===== config.mk =====
export PLATFORM = sky130hd
export DESIGN_NAME = fetch_req_ctrl
export DESIGN_NICKNAME = d
export VERILOG_FILES = /design/src/rtl/fetch_req_ctrl.sv
export SDC_FILE = /design/constraint.sdc
export NUM_CORES = 1
export LEC_CHECK = 0
export ABC_AREA = 1
export CORE_AREA = 8 8 149 151
export DETAILED_ROUTE_END_ITERATION = 8
export DIE_AREA = 0 0 157 159
export PLACE_DENSITY = 0.74
export SLEW_MARGIN = 15
export SYNTH_ARGS = -nofsm -noshare
export SYNTH_HDL_FRONTEND = slang
export SYNTH_SLANG_ARGS = --single-unit

===== constraint.sdc =====
create_clock -name clk_i -period 6.28 [get_ports clk_i]
set_input_delay 1.256 -clock clk_i [delete_from_list [all_inputs] [get_ports clk_i]]
set_output_delay 1.256 -clock clk_i [all_outputs]
set_load 0.1 [all_outputs]

===== src/rtl/fetch_req_ctrl.sv =====
// In-order instruction-fetch request controller: issues memory requests, tracks
// outstanding/killed requests, and pairs responses with their PC from an external FIFO.
module fetch_req_ctrl #(
  parameter int ADDR_W  = 64,
  parameter int INSTR_W = 32,
  parameter int MAX_OUT = 4
) (
  input  logic               clk_i,
  input  logic               rst_n_i,
  input  logic               flush_i,
  input  logic               pc_valid_i,
  output logic               pc_ready_o,
  input  logic [ADDR_W-1:0]  pc_i,
  output logic               mem_req_valid_o,
  input  logic               mem_req_ready_i,
  output logic [ADDR_W-1:0]  mem_req_addr_o,
  input  logic               mem_rsp_valid_i,
  output logic               mem_rsp_ready_o,
  input  logic [INSTR_W-1:0] mem_rsp_data_i,
  input  logic               mem_rsp_err_i,
  output logic               fifo_push_o,
  output logic               fifo_pop_o,
  output logic               fifo_flush_o,
  output logic [ADDR_W-1:0]  fifo_pc_o,
  input  logic [ADDR_W-1:0]  fifo_pc_i,
  output logic               instr_valid_o,
  input  logic               instr_ready_i,
  output logic [ADDR_W-1:0]  instr_pc_o,
  output logic [INSTR_W-1:0] instr_o,
  output logic               instr_err_o
);

  localparam int CW = $clog2(MAX_OUT + 1);
  localparam logic [CW-1:0] MAX_CNT = CW'(MAX_OUT);

  logic [CW-1:0]      cnt_q, cnt_d;
  logic [CW-1:0]      kill_cnt_q, kill_cnt_d;
  logic               instr_valid_q, instr_valid_d;
  logic [ADDR_W-1:0]  instr_pc_q, instr_pc_d;
  logic [INSTR_W-1:0] instr_q, instr_d;
  logic               instr_err_q, instr_err_d;

  logic can_issue, req_fire, rsp_acc, rsp_dec, live;

  always_comb begin
    can_issue       = (cnt_q < MAX_CNT) && !flush_i;
    mem_req_valid_o = pc_valid_i && can_issue;
    pc_ready_o      = mem_req_ready_i && can_issue;
    mem_req_addr_o  = pc_i;
    fifo_pc_o       = pc_i;
    req_fire        = mem_req_valid_o && mem_req_ready_i;
    fifo_push_o     = req_fire;
    fifo_flush_o    = flush_i;

    mem_rsp_ready_o = flush_i || (kill_cnt_q != '0) || !instr_valid_q || instr_ready_i;
    rsp_acc         = mem_rsp_valid_i && mem_rsp_ready_o;
    // A stray response with nothing outstanding must not wrap the counters.
    rsp_dec         = rsp_acc && (cnt_q != '0);
    live            = rsp_acc && (kill_cnt_q == '0) && !flush_i;
    fifo_pop_o      = live;

    cnt_d      = cnt_q + CW'(req_fire) - CW'(rsp_dec);
    kill_cnt_d = kill_cnt_q;
    if (flush_i) begin
      kill_cnt_d = cnt_q - CW'(rsp_dec);
    end else if (rsp_acc && (kill_cnt_q != '0)) begin
      kill_cnt_d = kill_cnt_q - 1'b1;
    end

    instr_valid_d = instr_valid_q;
    instr_pc_d    = instr_pc_q;
    instr_d       = instr_q;
    instr_err_d   = instr_err_q;
    if (flush_i) begin
      instr_valid_d = 1'b0;
    end else if (live) begin
      instr_valid_d = 1'b1;
      instr_pc_d    = fifo_pc_i;
      instr_d       = mem_rsp_data_i;
      instr_err_d   = mem_rsp_err_i;
    end else if (instr_ready_i) begin
      instr_valid_d = 1'b0;
    end
  end

  always_ff @(posedge clk_i or negedge rst_n_i) begin
    if (!rst_n_i) begin
      cnt_q         <= '0;
      kill_cnt_q    <= '0;
      instr_valid_q <= 1'b0;
      instr_pc_q    <= '0;
      instr_q       <= '0;
      instr_err_q   <= 1'b0;
    end else begin
      cnt_q         <= cnt_d;
      kill_cnt_q    <= kill_cnt_d;
      instr_valid_q <= instr_valid_d;
      instr_pc_q    <= instr_pc_d;
      instr_q       <= instr_d;
      instr_err_q   <= instr_err_d;
    end
  end

  assign instr_valid_o = instr_valid_q;
  assign instr_pc_o    = instr_pc_q;
  assign instr_o       = instr_q;
  assign instr_err_o   = instr_err_q;

`ifndef SYNTHESIS
  a_rsp_when_empty: assert property (@(posedge clk_i) disable iff (!rst_n_i)
    rsp_acc |-> (cnt_q != '0));
  a_kill_le_cnt: assert property (@(posedge clk_i) disable iff (!rst_n_i)
    kill_cnt_q <= cnt_q);
  a_payload_stable: assert property (@(posedge clk_i) disable iff (!rst_n_i)
    (instr_valid_q && !instr_ready_i) |=> $stable({instr_pc_q, instr_q, instr_err_q}));
`endif

endmodule


# After elaboration in Yosys (flattened, before gate mapping)
# Cells that the tools add are included.
op_classes:
  addsub: 4
  eq_ne: 0
  muxes: 5
  bitwise_logic: 1
  reduce_logical: 20
  order_cmp: 1
  n_mul: 0
  div: 0
  shifts: 0
op_table:
  columns: ["op", "n"]
  rows:
  - ["logical AND 1 bit", 9]
  - ["nonzero test 3 bit", 3]
  - ["two-way mux 3 bit", 2]
  - ["subtractor 3 x 1 -> 3 bit", 2]
  - ["adder 3 x 1 -> 3 bit", 1]
  - ["logical NOT 3 bit", 1]
  - ["logical OR 1 bit", 3]
  - ["less-than comparator 3 bit, second input constant", 1]
  - ["two-way mux 1 bit", 3]
  - ["subtractor 3 x 1 -> 3 bit, second input constant", 1]
  - ["logical NOT 1 bit", 2]
  - ["AND reduction 2 bit", 1]
  - ["nonzero test 2 bit", 1]
  - ["inverter 1 bit", 1]
word_totals:
  latchBits: 0
  n_memories: 0
  rom_bits: 0
  mem_bits_rw: 0
  elab_cells: 37
  inputBits: 168
  register_bits: 104

# Logic depth before layout (Yosys ltp)
# Gate-level depths: netlist (run 1).
depth:
  word_depth: 9
  mapped_depth: 13
  mapped_depth_nobuf: 13

# Least setup slack after synthesis (run 1)
# No wires, ideal clock.
synth_timing:
  kind: "input to output"
  startpoint: "input flush_i"
  endpoint: "output fifo_push_o"
  cell_stages: 2
  arrival_ns: 4.409
  slack_ns: 0.615
  n_path_buf: 1
  path_cell_list: "buf_4 nor4_1"
synth_via:
  elab_chain_cells: 4
synth_lines:
  columns: ["item", "line_no", "source"]
  rows:
  - ["start, declared", "10", "input logic flush_i,"]
  - ["logical NOT 1 bit", "46", "can_issue = (cnt_q < MAX_CNT) && !flush_i;"]
  - ["logical AND 1 bit", "46", null]
  - ["logical AND 1 bit", "47", "mem_req_valid_o = pc_valid_i && can_issue;"]
  - ["logical AND 1 bit", "51", "req_fire = mem_req_valid_o && mem_req_ready_i;"]
  - ["end, declared", "21", "output logic fifo_push_o,"]
# Every way passes these cells.

# Final worst setup path (run 1)
# Same ends and word-level chain as after synthesis.

==> impl_metrics.json, run 1 <==
{
  "achievable-frequency_mhz": 204,
  "placed_wire_length_estimate_after_detailed_placement_um": 11900,
  "setup-violations-final": 0,
  "synth_top_family_by_area": "simple AND/OR/NAND/NOR gates",
  "io_pins": 400,
  "compound_gate_fraction_of_synth_area_pct": 0.365,
  "final_cell_mix": "sky130_fd_sc_hd__nand2_1 (210), sky130_fd_sc_hd__clkdlybuf4s50_1 (204), sky130_fd_sc_hd__dfrtp_1 (104)",
  "max_fanout_on_critical_path": 10,
  "wire_length_of_the_first_global_routing_pass_um": 26000,
  "avgViaCountPerCell": 4.59,
  "nets": 852,
  "antenna_found_initial": 0,
  "reg2reg_depth": 7,
  "worst_r2r_startpoint": "kill_cnt_q[0]",
  "timing.max_slew.rel_slack_pct": 28.8,
  "ant_nets": 0,
  "placement_rows": 52,
  "chipWidth_um": 157,
  "synth_warnings": 0,
  "synth_cell_types": 21,
  "via_count_of_the_first_global_routing_pass": 4513,
  "vias": 4370,
  "synth_simple_gate_area_share_pct": 27.3,
  "diodes": 0,
  "rrSetupSlack_ps": 3800,
  "grt_max_degree": 77,
  "hold_violations": 0,
  "post_synth_fa_ha_maj_area_fraction_pct": 1.74,
  "syn2layout_area_growth_pct": 28.5,
  "post_cts.repair.setup_buffers": 0,
  "hold_start": "instr_pc_o[12]",
  "fin_crit_sh_pct": 78.2,
  "tritoncts": "done",
  "rsz0062_at_grt": "no",
  "startpoint_class": "input pin",
  "final_design_utilization_pct": 35.5,
  "clk_pin_slew_ps": 70,
  "wirelength_um": 16700,
  "drt_first_pass_iters": 7,
  "muxShareOfSynthArea_pct": 0,
  "maxCapViolCount": 0,
  "syn-num-nets": 801,
  "cts_buffer_depth": 2,
  "synthesis.area_um2": 5480,
  "run_status": "finished, final reports clean",
  "cp.arrival_ps": 3660,
  "route.detailed.drc": 0,
  "final.hold.worst_slack_ps": 471,
  "grt-ovfl-total": 0,
  "final_layout_size_suffix_gt1_share_pct": 4.25,
  "gp_congestion": 0.798,
  "clockRootBuffer": "sky130_fd_sc_hd__clkbuf_16",
  "count_of_h_tree_levels_built_during_cts": 3,
  "whs_path_depth": 2,
  "clock_latency_at_the_later_pin_of_the_worst_skew_pair_ps": 350,
  "syn_avg_cell_area_um2": 8.75,
  "layout_commonest_cell": "sky130_fd_sc_hd__nand2_1",
  "portBuffers": 207,
  "worstHoldPathType": "flip-flop to flip-flop",
  "post_drt_wl_per_cell_um": 17.6,
  "timing.final.crit_period_ps": 4910,
  "cts_buffers": 9,
  "timing.clock.skew_ps": 8.62,
  "detailedRoute.firstIterationViolations": 279,
  "timing.critical_path.to_type": "output port",
  "grtUsageTotal_pct": 13.3,
  "cp.required_ps": 5020,
  "quantity_of_gates_resized_following_cts": 0,
  "criticalPathCategory": "input pin to output port",
  "synth-seq-area-share_pct": 47.5,
  "whs_endpoint": "instr_pc_o[12]",
  "core_area_um2": 19800,
  "fin_setup_tns_ps": 0,
  "effective_utilization_at_floorplan_pct": 27.6,
  "fp.dieH_um": 159,
  "ys_ff_latch": 104,
  "tightest_slew_ps": 1070,
  "cts_hold_repair.buffers": 0,
  "crit-reg2reg-capture": "instr_o[7]",
  "report.final.slew_viol_count": 0,
  "postSynthCellCount": 626,
  "clock_sinks": 104,
  "xor_and_xnor_area_share_after_synthesis_pct": 0.320,
  "floorplan.die_area_um2": 25000
}
-- final cells by class --
class                           instances  area (um^2)
Sequential cell                       104         2600
Tap cell                              270          338
Fill cell                            2034        12800
Clock buffer                           10          239
Timing Repair Buffer                  212         2110
Multi-Input combinational cell        334         1630
Clock inverter                          6         56.3
Inverter                               16         60.1
-- cell families after synthesis --
logic type / after synthesis
AO/OA/AOI/OAI: 4
XOR/XNOR: 2
adder cells (fa/ha/maj): 7
buffers and inverters: 188
flip-flops: 104
AND/OR/NAND/NOR: 321
-- cell usage after synthesis --
library cell | count | share of area, %
sky130_fd_sc_hd__buf_2 | 13 | 1.2
sky130_fd_sc_hd__buf_4 | 131 | 18
sky130_fd_sc_hd__buf_6 | 5 | 1.0
sky130_fd_sc_hd__clkbuf_1 | 23 | 1.6
sky130_fd_sc_hd__dfrtp_1 | 104 | 47
sky130_fd_sc_hd__fa_1 | 1 | 0.37
sky130_fd_sc_hd__ha_1 | 6 | 1.4
sky130_fd_sc_hd__inv_1 | 15 | 1.0
sky130_fd_sc_hd__inv_2 | 1 | 0.068
sky130_fd_sc_hd__nand2_1 | 210 | 14
sky130_fd_sc_hd__nand2_2 | 1 | 0.11
sky130_fd_sc_hd__nand3_1 | 2 | 0.18
sky130_fd_sc_hd__nand4_1 | 98 | 11
sky130_fd_sc_hd__nand4_4 | 1 | 0.39
sky130_fd_sc_hd__nor2_1 | 3 | 0.21
sky130_fd_sc_hd__nor2_4 | 2 | 0.41
sky130_fd_sc_hd__nor3_1 | 3 | 0.27
sky130_fd_sc_hd__nor4_1 | 1 | 0.11
sky130_fd_sc_hd__o21ai_0 | 4 | 0.37
sky130_fd_sc_hd__xnor2_1 | 1 | 0.16
sky130_fd_sc_hd__xor2_1 | 1 | 0.16
-- worst max path at each step --
stage,from,endpoint,slack (ps)
2_1_floorplan,flush_i,fifo_push_o,610
3_3_place_gp,flush_i,fifo_push_o,1470
3_5_place_dp,flush_i,fifo_push_o,1390
4_1_cts,flush_i,fifo_push_o,1360
5_1_grt,flush_i,fifo_push_o,1260
6_report,flush_i,fifo_push_o,1370
-- registers in the layout (all words and copies together), names as in the netlist --
register	cells
instr_pc_o	64
instr_o	32
cnt_q	3
kill_cnt_q	3
instr_err_o	1
instr_valid_o	1
-- worst max-delay path: stages --
cell	delay, ps
sky130_fd_sc_hd__clkdlybuf4s50_1	650
sky130_fd_sc_hd__nor4_1	520
sky130_fd_sc_hd__clkdlybuf4s50_1	1230
-- stage by stage --
step / area (um^2) / setup WS [ps] / instances
after CTS: 7040 / 1360 / 952
after global placement: 6750 / 1470 / 936
after detailed placement: 6750 / 1390 / 936
after floorplan: 5480 / 615 / 626
final: 7040 / 1370 / 952
after global routing: 7040 / 1260 / 952
-- per-layer routing --
layer  part of all wire [%]  global-route usage [%]  up-vias
met5                      0                       0        -
met4                    4.5                    7.60        0
met3                    9.9                    4.64       70
met2                     45                    21.1      224
met1                     40                    15.3     2050
li1                       -                       -     2026
Power of run 1 is left out: the tool's default activity adds up to more than one toggle a clock period on the data nets, which glitch-free logic cannot reach.
==> inputs of run 2 (changes only) <==
--- a/config.mk
+++ b/config.mk
@@ -6,10 +6,10 @@
 export NUM_CORES = 1
 export LEC_CHECK = 0
 export ABC_AREA = 1
-export CORE_AREA = 8 8 149 151
+export CORE_AREA = 8 8 150 152
 export DETAILED_ROUTE_END_ITERATION = 8
-export DIE_AREA = 0 0 157 159
-export PLACE_DENSITY = 0.74
+export DIE_AREA = 0 0 158 160
+export PLACE_DENSITY = 0.73
 export SLEW_MARGIN = 15
 export SYNTH_ARGS = -nofsm -noshare
 export SYNTH_HDL_FRONTEND = slang
==> constraint.sdc (replaced) <==
create_clock -name clk_i -period 4.75 [get_ports clk_i]
set_input_delay 0.95 -clock clk_i [delete_from_list [all_inputs] [get_ports clk_i]]
set_output_delay 0.95 -clock clk_i [all_outputs]
set_load 0.1 [all_outputs]
==> run 2 against run 1 <==
Wire length fell by 2.5%. First-iteration DRC count decreased by 1.4%. Clock-buffer cell count is 1 higher. Clock skew rose by 3.8 ps. Non-clock buffer count grew 1. Largest cell class unchanged. Register-to-register slack worse by 1400 ps. Sequential cell count unchanged. Sequential share of layout area about the same. Critical path depth stayed put. Die area grew 1.3%. Critical endpoint unchanged. Critical path type unchanged.
==> impl_metrics.json, run 2 (same netlist as run 1, synthesis figures left out) <==
{
  "report.final.slew_viol_count": 0,
  "cp.required_ps": 3800,
  "io_pins": 400,
  "clk_pin_slew_ps": 70,
  "post_cts.repair.setup_buffers": 0,
  "fin_setup_tns_ps": 0,
  "largest_reg_flops": 64,
  "core_area_um2": 20000,
  "setup-violations-final": 0,
  "achievable-frequency_mhz": 302,
  "grt-ovfl-total": 0,
  "via_count_of_the_first_global_routing_pass": 4566,
  "fp.dieH_um": 160,
  "chipWidth_um": 158,
  "run_status": "finished, final reports clean",
  "gp_congestion": 0.747,
  "worstHoldPathType": "flip-flop to flip-flop",
  "reg2reg_depth": 11,
  "timing.max_slew.rel_slack_pct": 24.3,
  "nets": 853,
  "startpoint_class": "input pin",
  "cp-startpoint": "flush_i",
  "count_of_h_tree_levels_built_during_cts": 3,
  "tightest_slew_ps": 1140,
  "clock_latency_at_the_later_pin_of_the_worst_skew_pair_ps": 350,
  "rsz0062_at_grt": "no",
  "clock_sinks": 104,
  "fin_crit_sh_pct": 69.8,
  "maxCapViolCount": 0,
  "criticalPathCategory": "input pin to output port",
  "cts_buffer_depth": 2,
  "vias": 4318,
  "preCtsSetupSlack_ps": 1340,
  "wirelength_um": 16300,
  "ant_nets": 0,
  "critPathCapture": "fifo_push_o",
  "diodes": 0,
  "crit-reg2reg-capture": "cnt_q[2]",
  "final_cell_mix": "sky130_fd_sc_hd__nand2_1 (210), sky130_fd_sc_hd__clkdlybuf4s50_1 (199), sky130_fd_sc_hd__dfrtp_1 (104)",
  "cp.arrival_ps": 2370,
  "timing.critical_path.to_type": "output port",
  "grt_max_degree": 99,
  "clockRootBuffer": "sky130_fd_sc_hd__clkbuf_16",
  "route.detailed.drc": 0,
  "max_fanout_on_critical_path": 10,
  "portBuffers": 207,
  "effective_utilization_at_floorplan_pct": 27.3,
  "placed_wire_length_estimate_after_detailed_placement_um": 11300,
  "quantity_of_gates_resized_following_cts": 0,
  "antenna_found_initial": 0,
  "syn2layout_area_growth_pct": 28.6,
  "final_layout_size_suffix_gt1_share_pct": 5.27,
  "grtUsageTotal_pct": 12.8,
  "placement_rows": 52,
  "tritoncts": "done",
  "floorplan.die_area_um2": 25300,
  "avgViaCountPerCell": 4.53,
  "wire_length_of_the_first_global_routing_pass_um": 25500,
  "timing.final.crit_period_ps": 3320,
  "cts_buffers": 9,
  "post_drt_wl_per_cell_um": 17.1,
  "timing.clock.skew_ps": 12.4,
  "cts_hold_repair.buffers": 0,
  "drt_first_pass_iters": 4,
  "detailedRoute.firstIterationViolations": 275,
  "layout_commonest_cell": "sky130_fd_sc_hd__nand2_1",
  "rrSetupSlack_ps": 2440,
  "fin_ws_ps": 1430,
  "hold_violations": 0,
  "worst_r2r_startpoint": "kill_cnt_q[0]"
}
-- run 2: changes by cell type in the layout (fill, tap and decap cells not counted), sizes merged --
cell / delta
buf: +6
clkdlybuf4s50: -5
clkbuf: +1
inv: -1
-- run 2: through the flow --
| step | util (%) | cells | hold slack (ps) | area, um^2 |
|---|---|---|---|---|
| floorplan | - | 626 | 442 | 5490 |
| global placement | 33.7 | 937 | 453 | 6750 |
| detailed placement | 33.7 | 937 | 457 | 6750 |
| CTS | 35.2 | 953 | 475 | 7050 |
| global route | 35.2 | 953 | 495 | 7050 |
| finish | 35.2 | 953 | 470 | 7050 |
-- run 2: routing by layer --
metal  share of wire, %  vias up  global-route usage (%)
met4                3.8        0                    6.22
li1                   -     2026                       -
met5                  0        -                       0
met3                 11       53                    5.24
met2                 47      195                    20.8
met1                 38     2044                    14.3
-- run 2: cell type report --
class	count	area [um^2]
multi-input combinational	334	1640
clock buffer	11	253
timing repair buffer	213	2110
tap	270	338
sequential	104	2600
fill	2070	13000
inverter	16	60.1
clock inverter	5	45.0
-- run 2: worst max-delay path, stage by stage --
cell and delay, ps:
sky130_fd_sc_hd__clkdlybuf4s50_1 650, sky130_fd_sc_hd__nor4_2 410, sky130_fd_sc_hd__buf_4 350
-- run 2: how the worst min path moves through the flow --
stage	from	end	slack, ps	cells after the start
after floorplan	kill_cnt_q[1]	kill_cnt_q[1]	440	2
after global placement	instr_pc_o[25]	instr_pc_o[25]	450	2
after detailed placement	instr_pc_o[8]	instr_pc_o[8]	460	2
after CTS	instr_pc_o[29]	instr_pc_o[29]	480	2
after global routing	instr_o[26]	instr_o[26]	500	2
final	instr_pc_o[58]	instr_pc_o[58]	470	2
Power of run 2 is left out for the same reason.
==> inputs of run 3 (changes only) <==
--- a/config.mk
+++ b/config.mk
@@ -6,10 +6,10 @@
 export NUM_CORES = 1
 export LEC_CHECK = 0
 export ABC_AREA = 1
-export CORE_AREA = 8 8 150 152
+export CORE_AREA = 8 8 148 150
 export DETAILED_ROUTE_END_ITERATION = 8
-export DIE_AREA = 0 0 158 160
-export PLACE_DENSITY = 0.73
+export DIE_AREA = 0 0 156 158
+export PLACE_DENSITY = 0.78
 export SLEW_MARGIN = 15
 export SYNTH_ARGS = -nofsm -noshare
 export SYNTH_HDL_FRONTEND = slang
==> constraint.sdc (replaced) <==
create_clock -name clk_i -period 2.78 [get_ports clk_i]
set_input_delay 0.556 -clock clk_i [delete_from_list [all_inputs] [get_ports clk_i]]
set_output_delay 0.556 -clock clk_i [all_outputs]
set_load 0.1 [all_outputs]
==> run 3 against run 2 <==
Cell area is 1.2% lower. Critical endpoint is now pc_ready_o. Die area decreased by 2.5%. Clock skew down 0.64 ps. Sequential cell count unchanged. First-iteration DRC count is 24% lower.
==> impl_metrics.json, run 3 (same netlist as run 1, synthesis figures left out) <==
{
  "placed_wire_length_estimate_after_detailed_placement_um": 11200,
  "timing.clock.skew_ps": 11.8,
  "largest_reg_flops": 64,
  "cts_hold_repair.buffers": 0,
  "cts_buffer_depth": 2,
  "chipWidth_um": 156,
  "tightest_slew_ps": 604,
  "placement_rows": 52,
  "core_area_um2": 19700,
  "diodes": 0,
  "final_cell_mix": "sky130_fd_sc_hd__nand2_1 (210), sky130_fd_sc_hd__buf_4 (109), sky130_fd_sc_hd__dfrtp_1 (103)",
  "route.detailed.drc": 0,
  "portBuffers": 207,
  "rrSetupSlack_ps": 500,
  "grtUsageTotal_pct": 12.8,
  "worst_r2r_startpoint": "kill_cnt_q[0]",
  "rsz0062_at_grt": "no",
  "cp.arrival_ps": 1810,
  "post_cts.repair.setup_buffers": 0,
  "nets": 859,
  "antenna_found_initial": 0,
  "max_fanout_on_critical_path": 9,
  "final_design_utilization_pct": 35.3,
  "timing.critical_path.to_type": "output port",
  "clockRootBuffer": "sky130_fd_sc_hd__clkbuf_16",
  "timing.max_slew.rel_slack_pct": 59.8,
  "clock_latency_at_the_later_pin_of_the_worst_skew_pair_ps": 350,
  "slowest_stage": "sky130_fd_sc_hd__clkdlybuf4s50_1",
  "report.final.slew_viol_count": 0,
  "path_cells": "clkdlybuf4s50_1, buf_4, nor3_1, buf_12",
  "cts_buffers": 9,
  "wirelength_um": 15900,
  "run_status": "finished, final reports clean",
  "setup-violations-final": 0,
  "layout_commonest_cell": "sky130_fd_sc_hd__nand2_1",
  "effective_utilization_at_floorplan_pct": 27.8,
  "final_layout_size_suffix_gt1_share_pct": 20.9,
  "wire_length_of_the_first_global_routing_pass_um": 24800,
  "reg2reg_depth": 11,
  "final_cell_area_um2": 6960,
  "startpoint_class": "input pin",
  "clock_sinks": 104,
  "placement.cell_area_um2": 6670,
  "worstHoldPathType": "input pin to async pin",
  "achievable-frequency_mhz": 422,
  "fp.dieH_um": 158,
  "grt-ovfl-total": 0,
  "n_fill_cell": 2023,
  "ant_nets": 0,
  "criticalPathCategory": "input pin to output port",
  "clk_pin_slew_ps": 80,
  "detailedRoute.firstIterationViolations": 209,
  "cp.required_ps": 2220,
  "quantity_of_gates_resized_following_cts": 0,
  "grt_max_degree": 99,
  "floorplan.die_area_um2": 24600,
  "tritoncts": "done",
  "timing.final.crit_period_ps": 2370,
  "syn2layout_area_growth_pct": 27.0,
  "gp_congestion": 0.762,
  "crit-reg2reg-capture": "cnt_q[2]",
  "maxCapViolCount": 0,
  "post_drt_wl_per_cell_um": 16.6,
  "io_pins": 400,
  "vias": 4283,
  "drt_first_pass_iters": 5,
  "count_of_h_tree_levels_built_during_cts": 3,
  "cp_slowest_stage_delay_ps": 470,
  "hold_violations": 0,
  "avgViaCountPerCell": 4.47,
  "via_count_of_the_first_global_routing_pass": 4479,
  "fin_crit_sh_pct": 85.2,
  "final.hold.worst_slack_ps": 54.9
}
## run 3: cell count changes in the layout (fill, tap and decap cells not counted), moves of 2 or more
cell                              previous run  this run
sky130_fd_sc_hd__clkdlybuf4s50_1           199       101
sky130_fd_sc_hd__buf_4                      13       109
sky130_fd_sc_hd__clkinv_4                    0         2
sky130_fd_sc_hd__ha_2                        0         2
sky130_fd_sc_hd__buf_12                      1         9
sky130_fd_sc_hd__ha_1                        6         4
## run 3: how the worst max path moves through the flow
| stage | from | cells after the start | slack (ps) | end |
|---|---|---|---|---|
| after floorplan | flush_i | 11 | -560 | cnt_q[2] |
| after global placement | flush_i | 11 | 120 | cnt_q[2] |
| after detailed placement | flush_i | 11 | 80 | cnt_q[2] |
| after CTS | flush_i | 4 | 400 | fifo_push_o |
| after global routing | flush_i | 4 | 330 | fifo_push_o |
| final | flush_i | 4 | 410 | pc_ready_o |
## run 3: cell type report
cell class                 count  area (um^2)  area share [%]
timing repair buffer         219         2010            28.9
clock inverter                 5         46.3           0.665
clock buffer                  11          243            3.49
tap                          270          338            4.85
inverter                      16         60.1           0.863
sequential                   104         2600            37.4
multi-input combinational    334         1660            23.9
## run 3: worst max-delay path, delay by kind of cell
| kind | cells | cell delay [ps] |
|---|---|---|
| buffers and inverters | 3 | 910 |
| and+or+nand+nor | 1 | 340 |
## run 3: layer usage
layer | wire [um] | vias to the layer above | part of all wire [%] | track usage, %
li1 | - | 2039 | - | -
met1 | 6310 | 1989 | 40 | 14.1
met2 | 7520 | 199 | 47 | 21.0
met3 | 1390 | 56 | 8.7 | 4.15
met4 | 691 | 0 | 4.3 | 8.23
met5 | 0 | - | 0 | 0
## run 3: stage by stage
step / setup WS, ps / setup TNS [ps] / cells
2_1_floorplan: -561 / -2240 / 626
3_3_place_gp: 123 / 0 / 943
3_5_place_dp: 76.3 / 0 / 943
4_1_cts: 399 / 0 / 959
5_1_grt: 326 / 0 / 959
6_report: 413 / 0 / 959
Power of run 3 is left out for the same reason.
